--- src/rtl/flush_redirect_ctrl.sv ---
// Flush/redirect sequencer: on a WB exception or ERTN, pulses a pipeline flush, holds a
// redirect to fetch until accepted, then blocks commit for a drain window.
module flush_redirect_ctrl #(
  parameter int DRAIN_CYCLES = 2,
  parameter int CNT_W        = 16
) (
  input  logic             clk,
  input  logic             resetn,
  input  logic             excp_flush,
  input  logic             ertn_flush,
  input  logic [31:0]      eentry,
  input  logic [31:0]      era,
  input  logic             has_int,
  input  logic             redirect_ready,
  output logic             flush_all,
  output logic             redirect_valid,
  output logic [31:0]      redirect_pc,
  output logic             commit_block,
  output logic             int_pending,
  output logic             busy,
  output logic [CNT_W-1:0] excp_cnt,
  output logic [CNT_W-1:0] ertn_cnt,
  output logic [1:0]       dbg_state
);

  typedef enum logic [1:0] {S_IDLE, S_FLUSH, S_REDIRECT, S_DRAIN} state_t;

  localparam int DW = (DRAIN_CYCLES > 2) ? $clog2(DRAIN_CYCLES) : 1;
  localparam logic [DW-1:0] DRAIN_LOAD = (DRAIN_CYCLES > 0) ? DW'(DRAIN_CYCLES - 1) : '0;

  state_t            r_state;
  state_t            w_next;
  logic [DW-1:0]     r_drain;
  logic [31:0]       r_pc;
  logic [CNT_W-1:0]  r_excp_cnt;
  logic [CNT_W-1:0]  r_ertn_cnt;
  logic              r_int;
  logic              w_idle;
  logic              w_take_excp;
  logic              w_take_ertn;
  logic              w_accept;

  // Redirect handshake: redirect_valid stays high with a stable redirect_pc until the
  // first rising edge at which redirect_ready is also high; that edge is the transfer.
  assign w_idle      = (r_state == S_IDLE);
  assign w_take_excp = w_idle & excp_flush;
  assign w_take_ertn = w_idle & ertn_flush & ~excp_flush;
  assign w_accept    = (r_state == S_REDIRECT) & redirect_ready;

  always_ff @(posedge clk or negedge resetn) begin
    if (!resetn) begin
      r_state <= S_IDLE;
    end else begin
      r_state <= w_next;
    end
  end

  always_comb begin
    w_next = r_state;
    case (r_state)
      S_IDLE:     if (excp_flush | ertn_flush) w_next = S_FLUSH;
      S_FLUSH:    w_next = S_REDIRECT;
      S_REDIRECT: if (redirect_ready) w_next = (DRAIN_CYCLES == 0) ? S_IDLE : S_DRAIN;
      S_DRAIN:    if (r_drain == '0) w_next = S_IDLE;
      default:    w_next = S_IDLE;
    endcase
  end

  // Target PC and drain counter; events arriving while busy are wrong-path and dropped.
  always_ff @(posedge clk or negedge resetn) begin
    if (!resetn) begin
      r_pc    <= '0;
      r_drain <= '0;
    end else begin
      if (w_take_excp) begin
        r_pc <= eentry;
      end else if (w_take_ertn) begin
        r_pc <= era;
      end
      if (w_accept) begin
        r_drain <= DRAIN_LOAD;
      end else if ((r_state == S_DRAIN) && (r_drain != '0)) begin
        r_drain <= r_drain - DW'(1);
      end
    end
  end

  // Saturating event counters and sticky interrupt flag (exception clear beats set).
  always_ff @(posedge clk or negedge resetn) begin
    if (!resetn) begin
      r_excp_cnt <= '0;
      r_ertn_cnt <= '0;
      r_int      <= 1'b0;
    end else begin
      if (w_take_excp && (r_excp_cnt != '1)) r_excp_cnt <= r_excp_cnt + CNT_W'(1);
      if (w_take_ertn && (r_ertn_cnt != '1)) r_ertn_cnt <= r_ertn_cnt + CNT_W'(1);
      if (w_take_excp) begin
        r_int <= 1'b0;
      end else if (w_idle && has_int) begin
        r_int <= 1'b1;
      end
    end
  end

  assign flush_all      = (r_state == S_FLUSH);
  assign redirect_valid = (r_state == S_REDIRECT);
  assign commit_block   = (r_state != S_IDLE);
  assign busy           = (r_state != S_IDLE);
  assign redirect_pc    = r_pc;
  assign int_pending    = r_int;
  assign excp_cnt       = r_excp_cnt;
  assign ertn_cnt       = r_ertn_cnt;
  assign dbg_state      = r_state;

endmodule
--- config.mk ---
export PLATFORM = sky130hd
export DESIGN_NAME = flush_redirect_ctrl
export DESIGN_NICKNAME = d
export VERILOG_FILES = /design/src/rtl/flush_redirect_ctrl.sv
export SDC_FILE = /design/constraint.sdc
export NUM_CORES = 1
export LEC_CHECK = 0
export ABC_AREA = 0
export BUFFER_PORTS_ARGS = -buffer_cell sky130_fd_sc_hd__buf_2
export CAP_MARGIN = 20
export CORE_ASPECT_RATIO = 0.9
export CORE_MARGIN = 2
export CORE_UTILIZATION = 50
export CTS_BUF_LIST = sky130_fd_sc_hd__clkbuf_4 sky130_fd_sc_hd__clkbuf_8
export DETAILED_ROUTE_END_ITERATION = 8
export GPL_TIMING_DRIVEN = 0
export PLACE_DENSITY = 0.83
export SETUP_SLACK_MARGIN = 0.2
export SYNTH_ARGS = -nofsm -noshare
export SYNTH_HDL_FRONTEND = slang
export SYNTH_SLANG_ARGS = --single-unit
--- constraint.sdc ---
create_clock -name clk -period 2.4 [get_ports clk]
set_input_delay 0.48 -clock clk [delete_from_list [all_inputs] [get_ports clk]]
set_output_delay 0.48 -clock clk [all_outputs]
set_load 0.03 [all_outputs]
==> results of run 1 <==
==> logic make-up (layout without fill, tap and decap cells) <==
logic type / count (synthesis) / in the layout / share of synthesized area
buffers and inverters: 19 / 175 / 0.0268
DFF: 68 / 68 / 0.500
AOI/OAI and AO/OA: 48 / 48 / 0.0768
xor gates and xnor gates: 23 / 23 / 0.0592
adders and majority gates: 7 / 7 / 0.0257
muxes: 38 / 38 / 0.117
and+or+nand+nor: 114 / 114 / 0.195
==> routing by layer <==
metal	vias to the layer above	part of all wire	GRT usage	wire length, um
met5	-	0	0	0
met4	0	0.0092	0.0697	71
met3	7	0.071	0.0672	546
met2	109	0.50	0.365	3880
met1	1344	0.42	0.257	3240
li1	1419	-	-	-
==> state kept, by name, summed over array words and instances (netlist names) <==
name	cells
dbg_state	2
redirect_pc	32
int_pending	1
excp_cnt	16
ertn_cnt	16
r_drain	1
==> worst max-delay path, stage by stage (launching register included) <==
cell     delay, ns
dfrtp_1       0.41
inv_1         0.14
ha_1          0.16
buf_4         0.15
and2_1        0.13
buf_4         0.18
nand4_4       0.18
nor3_1        0.23
mux2_2        0.35
==> cells in the final DEF, fill, tap and decap left out, types with 6 or more instances in the layout <==
| master | n |
|---|---|
| buf_2 | 140 |
| dfrtp_1 | 68 |
| nand2_1 | 48 |
| o21ai_0 | 33 |
| mux2i_1 | 31 |
| xor2_1 | 20 |
| nand4_1 | 10 |
| clkbuf_8 | 10 |
| nor3_1 | 9 |
| nor2_1 | 8 |
| nand3_1 | 7 |
| clkbuf_1 | 7 |
| ha_1 | 7 |
| inv_1 | 6 |
| buf_4 | 6 |
==> how the worst max path moves through the flow <==
| stage | from | end | slack [ns] | cells after the start |
|---|---|---|---|---|
| 5_1_grt | dbg_state[0] | excp_cnt[15] | 0.23 | 8 |
| 6_report | dbg_state[0] | excp_cnt[15] | 0.35 | 8 |
| 3_5_place_dp | dbg_state[0] | excp_cnt[15] | 0.35 | 8 |
| 2_1_floorplan | dbg_state[0] | dbg_state[1] | 0.32 | 6 |
| 3_3_place_gp | dbg_state[0] | excp_cnt[15] | 0.41 | 8 |
| 4_1_cts | dbg_state[0] | commit_block | 0.34 | 6 |
==> per-stage QoR <==
stage	hold WS, ns	util	worst slack [ns]	total power [W]	instance area (um2)
global route	0.312	0.667	0.229	0.00518	4390
detailed placement	0.465	0.641	0.354	0.00407	4220
global placement	0.459	0.640	0.407	0.00399	4220
CTS	0.274	0.667	0.341	0.00491	4390
finish	0.231	0.667	0.347	0.00486	4390
floorplan	0.184	-	0.316	0.00335	3400
==> where the power goes <==
group | switching (W) | internal, W | total (W)
registers | 0.000293 | 0.00151 | 0.00181
clock network | 0.000419 | 0.000408 | 0.000827
logic | 0.00151 | 0.000713 | 0.00222
==> layout make-up <==
class,count,area [um2]
clock inverter,5,27.5
buffer,13,68.8
multi-input combinational,230,1610
inverter,6,22.5
sequential,68,1700
timing repair buffer,140,703
tap,90,113
clock buffer,11,145
fill,548,2190
==> flow_metrics.env, run 1 <==
export IMPL_power_density_nw_per_um2=1110
export IMPL_grt_setup_unrepaired="false"
export IMPL_cts_made_buffers=9
export IMPL_timing_fmax_ghz=0.487
export IMPL_synthFlopType="dfrtp_1"
export IMPL_ff2ff_path_depth=8
export IMPL_htree_levels=3
export IMPL_vias_per_cell=5.11
export IMPL_start_kind="flip-flop"
export IMPL_dr_pass1_iters=4
export IMPL_ios=141
export IMPL_synth_top_area_frac=0.500
export IMPL_min_delay_path_class="input pin to async pin"
export IMPL_yosysTopAreaCell="dfrtp_1"
export IMPL_cts_buffer_depth=2
export IMPL_tightest_slew_ns=0.837
export IMPL_ys_seq_elements=68
export IMPL_row_count=28
export IMPL_critPathCaptureType="flip-flop"
export IMPL_cts_tree="yes"
export IMPL_clk_latency_ns=0.34
export IMPL_worstPathMaxFanout=9
export IMPL_critPathKind="flip-flop to flip-flop"
export IMPL_routabilityCongestion=0.870
export IMPL_synth_area_um2=3400
export IMPL_grt_total_usage=0.212
export IMPL_finish_net_count=545
export IMPL_grt_max_degree=69
export IMPL_ant_nets=0
export IMPL_ctsHoldBuffers=0
export IMPL_finClkSkew_ns=0.0129
export IMPL_yosysSeqAreaShare=0.500
export IMPL_start_util=0.517
export IMPL_n_antenna_cell=0
export IMPL_finalCriticalPeriod_ns=2.05
export IMPL_synth_common_cells="68 x dfrtp_1, 48 x nand2_1, 33 x o21ai_0"
export IMPL_r2r_start="dbg_state[0]"
export IMPL_reg2reg_slack_ns=0.35
export IMPL_yosys_top_cells_area="dfrtp_1 50%, mux2i_1 9.1%, nand2_1 5.3%"
export IMPL_drv_slew=0
export IMPL_layout_drive_gt1_share=0.378
export IMPL_cp_data_required_time_ns=2.62
export IMPL_drt_wl_total_um=7740
export IMPL_fin_tns_setup_ns=0
export IMPL_worstPathArrival_ns=2.27
export IMPL_maxSlewHeadroom=0.442
export IMPL_route_detailed_drc=0
export IMPL_syn_inst=317
export IMPL_wl_per_cell_um=13.7
export IMPL_area_growth_pct=29.0
export IMPL_p_leak_nw=2.30
export IMPL_grt_pass1_vias=2640
export IMPL_synth_nets=394
export IMPL_clk_transition_reported_paths_ns=0.08
export IMPL_port_buffers=140
export IMPL_synth_distinct_cells=39
export IMPL_maxCapViolCount=0
export IMPL_chipWidth_um=91.0
export IMPL_peakVddDrop_mv=0.876
export IMPL_hold_viol=0
export IMPL_fp_dieH_um=82.3
export IMPL_grt_overflow=0
export IMPL_dpl_cell_count=547
export IMPL_cts_resized=0
export IMPL_drtIter0Drc=109
export IMPL_cts_sinks=68
export IMPL_yosys_warnings=0
export IMPL_vias=2879
export IMPL_postCtsSetupBuffers=0
export IMPL_root_buffer="clkbuf_8"
export IMPL_layoutNonFillerInstCount=563
export IMPL_async_flop_share=1.00
export IMPL_grt_first_pass_wirelength_um=12500
export IMPL_core_area_um2=6590
export IMPL_setup_viol=0
export IMPL_synth_edf_count=0
export IMPL_yosysMostFrequentCell="dfrtp_1"
export IMPL_dieArea_um2=7490
export IMPL_hpwl_um=5920
export IMPL_syn_avg_cell_area_um2=10.7
export IMPL_layout_worst_path_cycle_share=0.856
export IMPL_worstReg2RegEnd="excp_cnt[15]"
export IMPL_status="finished clean"
export IMPL_antenna_found_initial=0
Note: power is estimated with default switching activity, not from simulation.
==> inputs of run 2 (changes only) <==
--- a/config.mk
+++ b/config.mk
@@ -10,11 +10,11 @@
 export CAP_MARGIN = 20
 export CORE_ASPECT_RATIO = 0.9
 export CORE_MARGIN = 2
-export CORE_UTILIZATION = 50
-export CTS_BUF_LIST = sky130_fd_sc_hd__clkbuf_4 sky130_fd_sc_hd__clkbuf_8
+export CORE_UTILIZATION = 48
+export CTS_CLUSTER_SIZE = 40
 export DETAILED_ROUTE_END_ITERATION = 8
 export GPL_TIMING_DRIVEN = 0
-export PLACE_DENSITY = 0.83
+export PLACE_DENSITY = 0.8
 export SETUP_SLACK_MARGIN = 0.2
 export SYNTH_ARGS = -nofsm -noshare
 export SYNTH_HDL_FRONTEND = slang
==> flow_metrics.env, run 2 (synthesized netlist as in run 1, its figures left out) <==
export IMPL_drv_slew=0
export IMPL_ctsHoldBuffers=0
export IMPL_tightest_slew_ns=0.848
export IMPL_grt_first_pass_wirelength_um=13100
export IMPL_start_util=0.489
export IMPL_worstPathArrival_ns=2.29
export IMPL_maxSlewHeadroom=0.435
export IMPL_root_buffer="clkbuf_8"
export IMPL_worstPathMaxFanout=9
export IMPL_min_delay_path_class="input pin to async pin"
export IMPL_power_density_nw_per_um2=1130
export IMPL_htree_levels=3
export IMPL_route_detailed_drc=0
export IMPL_layout_worst_path_cycle_share=0.864
export IMPL_dpl_cell_area_um2=4220
export IMPL_finalCriticalPeriod_ns=2.07
export IMPL_grt_total_usage=0.212
export IMPL_start_kind="flip-flop"
export IMPL_port_buffers=140
export IMPL_antenna_found_initial=0
export IMPL_dieArea_um2=7780
export IMPL_cpMaxStageDelayCell="dfrtp_1"
export IMPL_chipWidth_um=92.8
export IMPL_layoutNonFillerInstCount=565
export IMPL_ant_nets=0
export IMPL_status="finished clean"
export IMPL_core_area_um2=6970
export IMPL_timing_fmax_ghz=0.482
export IMPL_drtIter0Drc=92
export IMPL_cp_data_required_time_ns=2.62
export IMPL_n_antenna_cell=0
export IMPL_layout_drive_gt1_share=0.375
export IMPL_wl_per_cell_um=14.2
export IMPL_grt_setup_unrepaired="false"
export IMPL_area_growth_pct=30.2
export IMPL_row_count=29
export IMPL_cts_sinks=68
export IMPL_max_stage_delay_ns=0.42
export IMPL_critPathKind="flip-flop to flip-flop"
export IMPL_postCtsSetupBuffers=0
export IMPL_largest_reg_flops=32
export IMPL_setup_viol=0
export IMPL_cp_common_cell="buf_4"
export IMPL_fin_tns_setup_ns=0
export IMPL_hpwl_um=5990
export IMPL_finClkSkew_ns=0.0133
export IMPL_cts_buffer_depth=2
export IMPL_p_leak_nw=2.31
export IMPL_vias_per_cell=5.16
export IMPL_vias=2915
export IMPL_cp_cell_sequence="inv_1 -> ha_1 -> buf_4 -> and2_1 -> buf_4 -> nand4_4 -> nor3_2 -> mux2_2"
export IMPL_dpl_cell_count=550
export IMPL_finish_net_count=545
export IMPL_clk_latency_ns=0.34
export IMPL_clk_transition_reported_paths_ns=0.08
export IMPL_cts_made_buffers=9
export IMPL_peakVddDrop_mv=0.935
export IMPL_hold_viol=0
export IMPL_final_cell_mix="140 x buf_2, 68 x dfrtp_1, 48 x nand2_1"
export IMPL_grt_max_degree=69
export IMPL_grt_pass1_vias=2878
export IMPL_drt_wl_total_um=8020
export IMPL_routabilityCongestion=0.822
export IMPL_design_area_um2=4430
export IMPL_ios=141
export IMPL_grt_overflow=0
export IMPL_layout_commonest_cell="buf_2"
export IMPL_fp_dieH_um=83.9
export IMPL_critPathCaptureType="flip-flop"
export IMPL_dr_pass1_iters=4
export IMPL_maxCapViolCount=0
export IMPL_cts_tree="yes"
run 2: cell count changes in the layout (fill, tap and decap cells not counted), sizes merged:
cell,delta
clkinvlp,-1
clkinv,-4
bufinv,+1
clkbuf,+3
run 2: cell type report:
| class | instances | area, um2 |
|---|---|---|
| fill | 607 | 2530 |
| buffer | 13 | 68.8 |
| clock inverter | 1 | 30.0 |
| timing repair buffer | 140 | 703 |
| sequential | 68 | 1700 |
| inverter | 6 | 22.5 |
| tap | 93 | 116 |
| multi-input combinational | 230 | 1620 |
| clock buffer | 14 | 173 |
run 2: power breakdown:
part	leakage, nW	total, W	internal, W	switching, W
Sequential	0.880	0.00181	0.00151	0.000292
Clock	0.103	0.000965	0.000561	0.000404
Combinational	1.33	0.00222	0.000714	0.00151
Total	2.31	0.00499	0.00279	0.00221
run 2: critical path, delay by kind of cell (launching register included):
| kind | cells | cell delay [ns] |
|---|---|---|
| fa+ha+maj | 1 | 0.16 |
| buf+inv | 3 | 0.46 |
| flops | 1 | 0.42 |
| mux | 1 | 0.35 |
| simple gates | 3 | 0.57 |
run 2: what timing repair did:
item | CTS | global route
endpoints found under the hold margin | 0 | 0
resized for setup | 0 | 1
setup endpoints to repair | 0 | 1
run 2: per-layer routing:
metal / global-route usage / wire, um / vias to the layer above
li1: - / - / 1425
met1: 0.273 / 3480 / 1369
met2: 0.339 / 3870 / 112
met3: 0.0533 / 564 / 9
met4: 0.0882 / 117 / 0
met5: 0 / 0 / -
run 2: metrics by stage:
stage          hold WS (ns)  setup WS [ns]   util  total power [W]
6_report              0.231          0.326  0.636          0.00499
3_5_place_dp          0.465          0.319  0.606          0.00407
4_1_cts               0.272          0.298  0.635          0.00505
5_1_grt               0.314          0.167  0.636          0.00530
2_1_floorplan         0.184          0.316      -          0.00335
3_3_place_gp          0.460          0.401  0.606          0.00400
run 2: final timing paths:
kind                                startpoint             end  slack [ns]  cells after the start
worst min-delay path                    resetn    ertn_cnt[13]        0.23                      1
min in group clk                redirect_ready         r_drain        0.37                      3
max in group asynchronous               resetn     ertn_cnt[1]        1.59                      1
worst min register to register  redirect_pc[9]  redirect_pc[9]        0.48                      2
worst max-delay path              dbg_state[0]    excp_cnt[15]        0.33                      8
worst max register to register    dbg_state[0]    excp_cnt[15]        0.33                      8
